**config.mk**
```make
export PLATFORM = sky130hd
export DESIGN_NAME = fb_rxstatem_flat
export DESIGN_NICKNAME = d
export VERILOG_FILES = /design/src/rtl/fb_rxstatem_if.sv /design/src/rtl/fb_rxstatem.sv /design/src/flat_wrapper.sv
export SDC_FILE = /design/constraint.sdc
export NUM_CORES = 1
export LEC_CHECK = 0
export BUFFER_PORTS_ARGS = -buffer_cell sky130_fd_sc_hd__buf_4
export CAP_MARGIN = 25
export CORE_UTILIZATION = 36
export CTS_CLUSTER_SIZE = 16
export DETAILED_ROUTE_END_ITERATION = 10
export PLACE_DENSITY = 0.57
export SLEW_MARGIN = 10
export SYNTH_ARGS = -nofsm -noshare
export SYNTH_HDL_FRONTEND = slang
export SYNTH_SLANG_ARGS = --single-unit
```
**constraint.sdc**
```tcl
create_clock -name MRxClk -period 3.9 [get_ports MRxClk]
set_input_delay 0.195 -clock MRxClk [delete_from_list [all_inputs] [get_ports MRxClk]]
set_output_delay 0.195 -clock MRxClk [all_outputs]
set_load 0.05 [all_outputs]
```
**src/rtl/fb_rxstatem_if.sv**
```systemverilog
// PHY-nibble / Rx-status bundle for the FREEDM bus receive state machine.
// The PHY side is the master; the state machine is the slave.
interface fb_rxstatem_if;
  logic        MRxDV;
  logic [3:0]  MRxD;
  logic        StateIdle;
  logic        StatePreamble;
  logic [1:0]  StateSoC;
  logic [1:0]  StatePayload;
  logic        StateDrop;
  logic [2:0]  RxFrmType;
  logic [7:0]  RxByte;
  logic        RxByteValid;
  logic [15:0] RxByteCnt;
  logic        RxEndFrm;
  logic        RxAbort;

  modport master (
    output MRxDV, MRxD,
    input  StateIdle, StatePreamble, StateSoC, StatePayload, StateDrop,
    input  RxFrmType, RxByte, RxByteValid, RxByteCnt, RxEndFrm, RxAbort
  );

  modport slave (
    input  MRxDV, MRxD,
    output StateIdle, StatePreamble, StateSoC, StatePayload, StateDrop,
    output RxFrmType, RxByte, RxByteValid, RxByteCnt, RxEndFrm, RxAbort
  );
endinterface

```
**src/rtl/fb_rxstatem.sv**
```systemverilog
// FREEDM bus MAC receive state machine: preamble/SFD/SoC tracking, nibble-to-byte
// assembly, byte counting and end-of-frame / abort signalling.
module fb_rxstatem #(
  parameter logic [3:0]  MIN_PRE      = 4'd7,
  parameter logic [7:0]  SOC_NUMB     = 8'h01,
  parameter logic [7:0]  SOC_DIST     = 8'h02,
  parameter logic [7:0]  SOC_DELAY    = 8'h03,
  parameter logic [7:0]  SOC_DLYDIST  = 8'h04,
  parameter logic [7:0]  SOC_DATA     = 8'h05,
  parameter logic [15:0] NUMB_BYTES   = 16'd6,
  parameter logic [15:0] DIST_BYTES   = 16'd6,
  parameter logic [15:0] DELAY_BYTES  = 16'd6,
  parameter logic [15:0] DLYDIST_BYTES = 16'd6,
  parameter logic [15:0] MAX_BYTES    = 16'd1518
) (
  input logic           MRxClk,
  input logic           Reset,
  fb_rxstatem_if.slave  rx
);

  localparam logic [3:0] NibPre = 4'h5;
  localparam logic [3:0] NibSfd = 4'hD;
  localparam logic [2:0] TypeData = 3'd5;

  // One-hot encoding so each state output is a plain register bit.
  typedef enum logic [6:0] {
    StIdle = 7'b000_0001,
    StPre  = 7'b000_0010,
    StSoc0 = 7'b000_0100,
    StSoc1 = 7'b000_1000,
    StPay0 = 7'b001_0000,
    StPay1 = 7'b010_0000,
    StDrop = 7'b100_0000
  } state_e;

  state_e      state_q;
  logic [3:0]  pre_cnt_q;
  logic [3:0]  low_q;
  logic [2:0]  frm_type_q;
  logic [7:0]  byte_q;
  logic        byte_valid_q;
  logic [15:0] byte_cnt_q;
  logic        end_q;
  logic        abort_q;

  logic [7:0]  soc_byte;
  logic [2:0]  soc_type;
  logic [15:0] byte_limit;
  logic        frame_ok;

  assign soc_byte = {rx.MRxD, low_q};

  always_comb begin
    soc_type = 3'd0;
    if      (soc_byte == SOC_NUMB)    soc_type = 3'd1;
    else if (soc_byte == SOC_DIST)    soc_type = 3'd2;
    else if (soc_byte == SOC_DELAY)   soc_type = 3'd3;
    else if (soc_byte == SOC_DLYDIST) soc_type = 3'd4;
    else if (soc_byte == SOC_DATA)    soc_type = 3'd5;
  end

  always_comb begin
    byte_limit = 16'd0;
    unique case (frm_type_q)
      3'd1:    byte_limit = NUMB_BYTES;
      3'd2:    byte_limit = DIST_BYTES;
      3'd3:    byte_limit = DELAY_BYTES;
      3'd4:    byte_limit = DLYDIST_BYTES;
      3'd5:    byte_limit = MAX_BYTES;
      default: byte_limit = 16'd0;
    endcase
  end

  // Data frames accept a length range; fixed types must hit their length exactly.
  always_comb begin
    frame_ok = 1'b0;
    if (frm_type_q == TypeData) begin
      frame_ok = (byte_cnt_q >= 16'd4) && (byte_cnt_q <= MAX_BYTES);
    end else begin
      frame_ok = (byte_cnt_q == byte_limit);
    end
  end

  always_ff @(posedge MRxClk or posedge Reset) begin
    if (Reset) begin
      state_q      <= StIdle;
      pre_cnt_q    <= 4'd0;
      low_q        <= 4'd0;
      frm_type_q   <= 3'd0;
      byte_q       <= 8'd0;
      byte_valid_q <= 1'b0;
      byte_cnt_q   <= 16'd0;
      end_q        <= 1'b0;
      abort_q      <= 1'b0;
    end else begin
      byte_valid_q <= 1'b0;
      end_q        <= 1'b0;
      abort_q      <= 1'b0;
      unique case (state_q)
        StIdle: begin
          if (rx.MRxDV) begin
            if (rx.MRxD == NibPre) begin
              state_q   <= StPre;
              pre_cnt_q <= 4'd1;
            end else begin
              state_q <= StDrop;
              abort_q <= 1'b1;
            end
          end
        end
        StPre: begin
          if (!rx.MRxDV) begin
            state_q <= StIdle;
          end else if (rx.MRxD == NibPre) begin
            if (pre_cnt_q != 4'hF) pre_cnt_q <= pre_cnt_q + 4'd1;
          end else if (rx.MRxD == NibSfd && pre_cnt_q >= MIN_PRE) begin
            state_q <= StSoc0;
          end else begin
            state_q <= StDrop;
            abort_q <= 1'b1;
          end
        end
        StSoc0: begin
          if (!rx.MRxDV) begin
            state_q <= StIdle;
            abort_q <= 1'b1;
          end else begin
            low_q   <= rx.MRxD;
            state_q <= StSoc1;
          end
        end
        StSoc1: begin
          if (!rx.MRxDV) begin
            state_q <= StIdle;
            abort_q <= 1'b1;
          end else if (soc_type != 3'd0) begin
            frm_type_q <= soc_type;
            byte_cnt_q <= 16'd0;
            state_q    <= StPay0;
          end else begin
            state_q <= StDrop;
            abort_q <= 1'b1;
          end
        end
        StPay0: begin
          if (!rx.MRxDV) begin
            state_q <= StIdle;
            if (frame_ok) end_q   <= 1'b1;
            else          abort_q <= 1'b1;
          end else begin
            low_q   <= rx.MRxD;
            state_q <= StPay1;
          end
        end
        StPay1: begin
          if (!rx.MRxDV) begin
            state_q <= StIdle;
            abort_q <= 1'b1;
          end else if (byte_cnt_q >= byte_limit) begin
            // Over-length byte is discarded and the count frozen.
            state_q <= StDrop;
            abort_q <= 1'b1;
          end else begin
            byte_q       <= {rx.MRxD, low_q};
            byte_valid_q <= 1'b1;
            byte_cnt_q   <= byte_cnt_q + 16'd1;
            state_q      <= StPay0;
          end
        end
        StDrop: begin
          if (!rx.MRxDV) state_q <= StIdle;
        end
        default: state_q <= StIdle;
      endcase
    end
  end

  assign rx.StateIdle     = state_q[0];
  assign rx.StatePreamble = state_q[1];
  assign rx.StateSoC      = state_q[3:2];
  assign rx.StatePayload  = state_q[5:4];
  assign rx.StateDrop     = state_q[6];
  assign rx.RxFrmType     = frm_type_q;
  assign rx.RxByte        = byte_q;
  assign rx.RxByteValid   = byte_valid_q;
  assign rx.RxByteCnt     = byte_cnt_q;
  assign rx.RxEndFrm      = end_q;
  assign rx.RxAbort       = abort_q;

endmodule
```
**src/flat_wrapper.sv**
```systemverilog
// flat-port wrapper written by rule: the top's interface ports become plain ports
module fb_rxstatem_flat 
#(
  parameter logic [3:0]  MIN_PRE      = 4'd7,
  parameter logic [7:0]  SOC_NUMB     = 8'h01,
  parameter logic [7:0]  SOC_DIST     = 8'h02,
  parameter logic [7:0]  SOC_DELAY    = 8'h03,
  parameter logic [7:0]  SOC_DLYDIST  = 8'h04,
  parameter logic [7:0]  SOC_DATA     = 8'h05,
  parameter logic [15:0] NUMB_BYTES   = 16'd6,
  parameter logic [15:0] DIST_BYTES   = 16'd6,
  parameter logic [15:0] DELAY_BYTES  = 16'd6,
  parameter logic [15:0] DLYDIST_BYTES = 16'd6,
  parameter logic [15:0] MAX_BYTES    = 16'd1518
)
  (MRxClk, Reset, rx_MRxDV, rx_MRxD, rx_StateIdle, rx_StatePreamble, rx_StateSoC, rx_StatePayload, rx_StateDrop, rx_RxFrmType, rx_RxByte, rx_RxByteValid, rx_RxByteCnt, rx_RxEndFrm, rx_RxAbort);
  fb_rxstatem_if rx_i ();
  input logic MRxClk;
  input logic Reset;
  input wire logic [$bits(rx_i.MRxDV)-1:0] rx_MRxDV;
  input wire logic [$bits(rx_i.MRxD)-1:0] rx_MRxD;
  output wire logic [$bits(rx_i.StateIdle)-1:0] rx_StateIdle;
  output wire logic [$bits(rx_i.StatePreamble)-1:0] rx_StatePreamble;
  output wire logic [$bits(rx_i.StateSoC)-1:0] rx_StateSoC;
  output wire logic [$bits(rx_i.StatePayload)-1:0] rx_StatePayload;
  output wire logic [$bits(rx_i.StateDrop)-1:0] rx_StateDrop;
  output wire logic [$bits(rx_i.RxFrmType)-1:0] rx_RxFrmType;
  output wire logic [$bits(rx_i.RxByte)-1:0] rx_RxByte;
  output wire logic [$bits(rx_i.RxByteValid)-1:0] rx_RxByteValid;
  output wire logic [$bits(rx_i.RxByteCnt)-1:0] rx_RxByteCnt;
  output wire logic [$bits(rx_i.RxEndFrm)-1:0] rx_RxEndFrm;
  output wire logic [$bits(rx_i.RxAbort)-1:0] rx_RxAbort;
  assign rx_i.MRxDV = rx_MRxDV;
  assign rx_i.MRxD = rx_MRxD;
  assign rx_StateIdle = rx_i.StateIdle;
  assign rx_StatePreamble = rx_i.StatePreamble;
  assign rx_StateSoC = rx_i.StateSoC;
  assign rx_StatePayload = rx_i.StatePayload;
  assign rx_StateDrop = rx_i.StateDrop;
  assign rx_RxFrmType = rx_i.RxFrmType;
  assign rx_RxByte = rx_i.RxByte;
  assign rx_RxByteValid = rx_i.RxByteValid;
  assign rx_RxByteCnt = rx_i.RxByteCnt;
  assign rx_RxEndFrm = rx_i.RxEndFrm;
  assign rx_RxAbort = rx_i.RxAbort;
  fb_rxstatem #(.MIN_PRE(MIN_PRE), .SOC_NUMB(SOC_NUMB), .SOC_DIST(SOC_DIST), .SOC_DELAY(SOC_DELAY), .SOC_DLYDIST(SOC_DLYDIST), .SOC_DATA(SOC_DATA), .NUMB_BYTES(NUMB_BYTES), .DIST_BYTES(DIST_BYTES), .DELAY_BYTES(DELAY_BYTES), .DLYDIST_BYTES(DLYDIST_BYTES), .MAX_BYTES(MAX_BYTES)) u_core (.MRxClk(MRxClk), .Reset(Reset), .rx(rx_i));
endmodule
```
* After elaboration in Yosys (flattened, before gate mapping)
Index checks and enable logic that the tools add are counted.
** Word-level totals
- Latch bits :: 0
- Memories :: 0
- Memory bits (writable) :: 0
- Bits in read-only memories :: 0
- Flip-flop bits (word level) :: 45
- Input bits :: 7
- Output and inout bits :: 37
** Cells by class
- Bitwise logic cells :: 1
- Add/sub/neg operators :: 2
- Order comparisons :: 4
- Shifts and indexed selects :: 0
- Reduce and logical (&&, ||, !) cells :: 13
- Eq/ne operators :: 32
- $mul :: 0
- Muxes and demuxes :: 50
- Div/mod/pow operators :: 0
** Operators by type and width (number)
- 2-to-1 mux 7 bit :: 10
- 2-to-1 mux 16 bit :: 4
- one-hot mux 7 bit (7 select lines) :: 1
- one-hot mux 16 bit (2 select lines) :: 1
- 2-to-1 mux 4 bit :: 6
- one-hot mux 11 bit (2 select lines) :: 1
- 2-to-1 mux 1 bit :: 19
- adder 16 x 1 -> 16 bit, second input constant :: 1
- == test 16 x 11 -> 1 bit :: 1
- == test 8 x 2 -> 1 bit, second input constant :: 2
- == test 8 x 3 -> 1 bit, second input constant :: 2
- greater-or-equal comparator 16 x 11 -> 1 bit :: 1
- greater-or-equal comparator 16 x 3 -> 1 bit, second input constant :: 1
- less-or-equal comparator 16 x 11 -> 1 bit, second input constant :: 1
- 2-to-1 mux 3 bit :: 5
- inequality test 2 bit, second input constant :: 6
- AND reduction 3 bit :: 3
- == test 8 x 1 -> 1 bit, second input constant :: 1
- inequality test 2 x 1 -> 1 bit, second input constant :: 4
- one-hot mux 4 bit (2 select lines) :: 1
- == test 7 x 1 -> 1 bit, second input constant :: 1
- == test 7 x 2 -> 1 bit, second input constant :: 1
- == test 7 x 3 -> 1 bit, second input constant :: 1
- == test 7 x 4 -> 1 bit, second input constant :: 1
- other kinds (23) :: 27

* Logic depth before layout (Yosys ltp)
- Depth in word-level cells :: 10
- Depth in mapped cells :: 10

* Worst setup path after synthesis
OpenSTA, ideal clock, no wires.
- Path type :: register to register
- Start :: register u_core.frm_type_q[2], in the netlist u_core.rx.RxFrmType[2]
- End :: register u_core.byte_cnt_q[10], in the netlist u_core.rx.RxByteCnt[10]
- Arrival time :: 2846 ps
- Required time :: 3822 ps
- Setup time :: 78 ps
- Path slack :: 976 ps
- Buffers on the path :: 1
- Period minus slack after synthesis :: 2924 ps
- Cell stages (with the launch flop) :: 9
- Cell sequence :: dfrtp_1 -> nand3b_1 -> ha_1 -> or2_2 -> a2111o_1 -> o21a_1 -> buf_6 -> or4_1 -> a21oi_1
** Between the ends
- Word-level cells in the longest chain between the ends :: 6
- Elaborated cells on any way between the ends :: 10
- Those cells by class :: order compare: 1; eq/ne: 6; mux: 1; reduce/logical: 2
** Ends and longest elaborated chain
- start, declared :: RTL line fb_rxstatem.sv:39 : logic [2:0] frm_type_q;
- start signal, assigned :: RTL line fb_rxstatem.sv:137 : frm_type_q <= soc_type;
- == test 3 x 1 -> 1 bit, or another cell as far along :: RTL line fb_rxstatem.sv:64 : unique case (frm_type_q)
- OR reduction 4 bit (no source line)
- one-hot mux 11 bit (2 select lines) (*) :: RTL line fb_rxstatem.sv:64
- greater-or-equal comparator 16 x 11 -> 1 bit (*) :: RTL line fb_rxstatem.sv:159 : end else if (byte_cnt_q >= byte_limit) begin
- inequality test 2 bit (no source line) (*)
- AND reduction 5 bit (no source line) (*)
- end signal, assigned :: RTL line fb_rxstatem.sv:166 : byte_cnt_q <= byte_cnt_q + 16'd1;
- end, declared :: RTL line fb_rxstatem.sv:42 : logic [15:0] byte_cnt_q;
Every way passes the cells marked *; elsewhere a longest branch is shown, timed or not.
A chain may end at the register's enable or synchronous reset.

* Final worst setup path
- Start :: register u_core.frm_type_q[1], in the netlist u_core.rx.RxFrmType[1]
- End :: register u_core.byte_q[2], in the netlist u_core.rx.RxByte[2]
** Between the ends
- Word-level cells in the longest chain between the ends :: 6
- Elaborated cells on any way between the ends :: 10
- Those cells by class :: order compare: 1; eq/ne: 5; mux: 1; bitwise: 1; reduce/logical: 2
** Ends and longest elaborated chain
- == test 3 x 1 -> 1 bit, or another cell as far along :: RTL line fb_rxstatem.sv:64
- OR reduction 4 bit (no source line)
- one-hot mux 11 bit (2 select lines) (*) :: RTL line fb_rxstatem.sv:64
- greater-or-equal comparator 16 x 11 -> 1 bit (*) :: RTL line fb_rxstatem.sv:159
- NOT 1 bit (no source line) (*)
- AND reduction 3 bit (no source line) (*)
- end signal, assigned :: RTL line fb_rxstatem.sv:164 : byte_q <= {rx.MRxD, low_q};
- end, declared :: RTL line fb_rxstatem.sv:40 : logic [7:0] byte_q;
Marks and branches as above.

==> summary.txt <==
Run status
  – Status: completed

Timing
  – RSZ-0062 raised after global routing: no
  – Slew Viols, Final: 0
  – Fin Hold WS: roughly 99 ps
  – Max Freq: 0.326 GHz
  – Period Utilization, post-route: roughly four fifths
  – Shortest period the worst path allows: 3070 ps
  – Worst relative slew slack: about half
  – Setup-failing EPs final: 0
  – Post-route setup TNS: 0 ps
  – Least-Margin Pin Slew: 740 ps
  – Setup skew after layout: between 10 and 15 ps
  – Final hold violations: 0

Setup path
  – CP Max Fanout: 13
  – Slowest cell on the critical path: sky130_fd_sc_hd__nand3_1
  – Slowest Stage Delay on Critical Path: around 520 ps
  – Critical path class: register to register
  – Critical path data required time: between 4000 and 5000 ps
  – Worst Setup EP: u_core.rx.RxByte[2]
  – Launching element type of the critical path: register
  – Type of destination of the critical path: register
  – Startpoint of the lowest-slack register-to-register path: u_core.rx.RxFrmType[1]
  – R2r setup slk: 830 ps
  – Critical path startpoint: u_core.rx.RxFrmType[1]
  – Critical Path, Cell by Cell: nand3b_1 > ha_1 > or2_2 > a2111o_1 > nor2_1 > nand3_1 > mux2_2
  – Worst reg2reg path depth: 7
  – Critical path arrival: 3260 ps
  – Terminus of the critical flop-to-flop path: u_core.rx.RxByte[2]

Synthesis
  – Warning count from the yosys run: 0
  – Combined area of all synthesized cells: approximately 2600 sq um
  – Top flip-flop cell by instance count after synthesis: sky130_fd_sc_hd__dfrtp_1
  – Synthesized net count: 277
  – Main area contributors after synthesis: sky130_fd_sc_hd__dfrtp_1 43%, sky130_fd_sc_hd__mux2_2 5.7%, sky130_fd_sc_hd__ha_1 5.4%
  – Sequential fraction of the synthesis area: 43.9%
  – Number of register bits inferred by synthesis: 45
  – Avg Cell Area, Syn: 9.91 sq um
  – Mapped Cells: 259
  – Library cell with the largest summed area after synthesis: sky130_fd_sc_hd__dfrtp_1
  – Share of async-settable or async-resettable flops after synthesis: 100%
  – Area fraction of the dominant cell type after synthesis: 42.9%
  – Count of cell types in the netlist: 53
  – Number of enable-type register cells in the synthesized netlist: 0

Power and ir drop
  – Ratio of total power to cell area: 343 nW/um^2
  – Maximum resistive drop on vdd: between 0.2 and 0.25 mV
  – Internal power: 706 uW
  – Reported net switching power: 350 uW
  – Fraction of power consumed by combinational cells: 21.9%
  – Static leakage: between 0.001 and 0.0015 uW
  – Switching share of power: 33.1%
  – Flop pwr share: about 49%
  – Clock Power Share: 28.7%

Route
  – Total Routed Length: about 6500 um
  – Post-detailed-route via-to-cell ratio: around 5.6
  – Wire length per cell after detailed routing: between 15 and 20 um
  – Vias post-DR: roughly 2200
  – Count of unresolved DRC violations after routing: 0
  – Post-detailed-route count of antenna-violating nets: 0
  – 1st-pass router iterations: 4
  – DR iter-0 viols: 129

Clocking
  – TritonCTS buffer count: 5
  – Clock input transition at the sequential cells of the worst setup and hold paths: 90 ps
  – Bufs on Longest Clock Path: 2
  – CTS H-Tree Depth: 2
  – Number of sinks driven by the clock tree: 45
  – Total setup buffers inserted after CTS: 0
  – TritonCTS clock tree: done
  – Clk_lat worst skew: roughly 310 ps
  – Clk root buf: sky130_fd_sc_hd__clkbuf_8

Die
  – Width of the die: 86.5 um
  – Core ar.: 6830 sq um
  – I/O Pins: 44
  – Initial Util: 37.6%
  – Die outline height: roughly 86 um
  – FP Rows: 30
  – Die Area: 7470 sq um

Finish
  – Top library cells by usage in the layout, fill and taps aside: 44 x sky130_fd_sc_hd__dfrtp_1, 43 x sky130_fd_sc_hd__buf_4, 19 x sky130_fd_sc_hd__nor2_1, 15 x sky130_fd_sc_hd__a21oi_1
  – Syn-to-layout area delta: 19.9%
  – Fraction of layout cells with a size suffix above 1: between 20% and 30%
  – Diodes inserted: 0
  – Most common cell after layout, fill and taps aside: sky130_fd_sc_hd__dfrtp_1
  – Number of nets in the layout: approximately 320

Placed design
  – Post-DP HPWL: 4650 um
  – GPL Wtd Cong: 0.882
  – Number of I/O port buffers: 43

Global routing
  – Pin count of the biggest net entering global routing: 46
  – GRT busiest layer: met2
  – Via count of the first global-routing pass: approximately 2100
  – First-pass GRT wire length: 10700 um
  – Met3 demand-to-capacity share in global routing: 4.10%
  – Gr ovfl total: 0
  – Fraction of met1 tracks used by global routing: about 26%
  – GRT Overall Usage: 18.2%
  – Antenna violations before repair: 0
  – Met2 layer usage reported by global route: 27.6%

Run
  – Reported max-cap violation count: 0

Hold path
  – Min-Delay Path Class: input port to register
==> critical path: cells and delay by family, from the launching register on <==
kind | cells | cell delay, ps
AND/OR/NAND/NOR | 4 | 1370
multiplexers | 1 | 460
flip-flops | 1 | 420
AO/OA/AOI/OAI | 1 | 420
adder cells (fa/ha/maj) | 1 | 280
==> cell usage after synthesis, drive strengths merged (3+ instances only) <==
cell / instances
nand2b: 3
dfrtp: 44
nand3: 12
and3: 5
o31ai: 9
ha: 11
a31oi: 3
and4: 4
o21ai: 13
nor2b: 5
o41ai: 6
clkbuf: 7
or4: 4
buf: 4
nand3b: 5
nor2: 19
a21oi: 15
nor3: 7
nand4b: 4
or3: 4
inv: 13
mux2: 13
nand2: 11
nand4: 7
==> cell type report <==
class / count / area [sq um]
fill: 699 / 3750
multi-input combinational: 190 / 1340
sequential: 45 / 1130
timing repair buffer: 45 / 353
tap: 96 / 120
clock buffer: 6 / 72.6
inverter: 13 / 48.8
clock inverter: 2 / 15.0
==> layer usage <==
metal,routed length (um),up-vias
li1,-,1070
met5,0,-
met4,125,0
met2,2830,61
met1,3190,1080
met3,330,13
==> registers in the layout (all words and copies together), names as in the netlist <==
| register | cells |
|---|---|
| u_core.rx.RxAbort | 1 |
| u_core.state_q | 7 |
| u_core.rx.RxByteCnt | 16 |
| u_core.rx.RxByte | 8 |
| u_core.rx.RxEndFrm | 1 |
| u_core.low_q | 4 |
| u_core.rx.RxFrmType | 3 |
| u_core.pre_cnt_q | 4 |
| u_core.rx.RxByteValid | 1 |
==> cells by family after synthesis <==
group / Yosys count / share of synthesized area [%]
AND/OR/NAND/NOR: 99 / 22.9
multiplexers: 15 / 6.48
XOR/XNOR: 4 / 1.36
flip-flops: 45 / 43.9
AO/OA/AOI/OAI: 61 / 16.2
adder cells (fa/ha/maj): 11 / 5.36
buffers and inverters: 24 / 3.85
==> power groups by stage <==
stage,registers [uW],clock network (uW),logic (uW)
global route,528,328,256
finish,522,303,231
CTS,523,313,231
detailed placement,532,0,229
global placement,531,0,227
floorplan,577,0,116
==> worst min path at each step <==
stage	start	end	slack (ps)	cells past startpoint
final	rx_MRxDV	u_core.state_q[0]	100	2
after global routing	rx_MRxDV	u_core.state_q[0]	100	2
after global placement	rx_MRxDV	u_core.state_q[0]	420	2
after detailed placement	rx_MRxDV	u_core.state_q[0]	420	2
after floorplan	rx_MRxD[1]	u_core.rx.RxByte[5]	350	1
after CTS	rx_MRxDV	u_core.state_q[0]	90	2
==> timing repair <==
action,in CTS,in global routing
hold buffers,0,1
endpoints found under the hold margin,0,7
resized for setup,0,0
==> metrics by stage <==
step	worst slack (ps)	cell area [sq um]	util (%)	power [uW]	std cells
final	832	3080	45.1	1060	397
after global placement	919	2960	43.3	758	387
after CTS	813	3050	44.6	1070	395
after global routing	590	3080	45.1	1110	397
after detailed placement	858	2960	43.3	760	387
after floorplan	976	2570	-	693	259
Power figures use the tool's default switching activity.
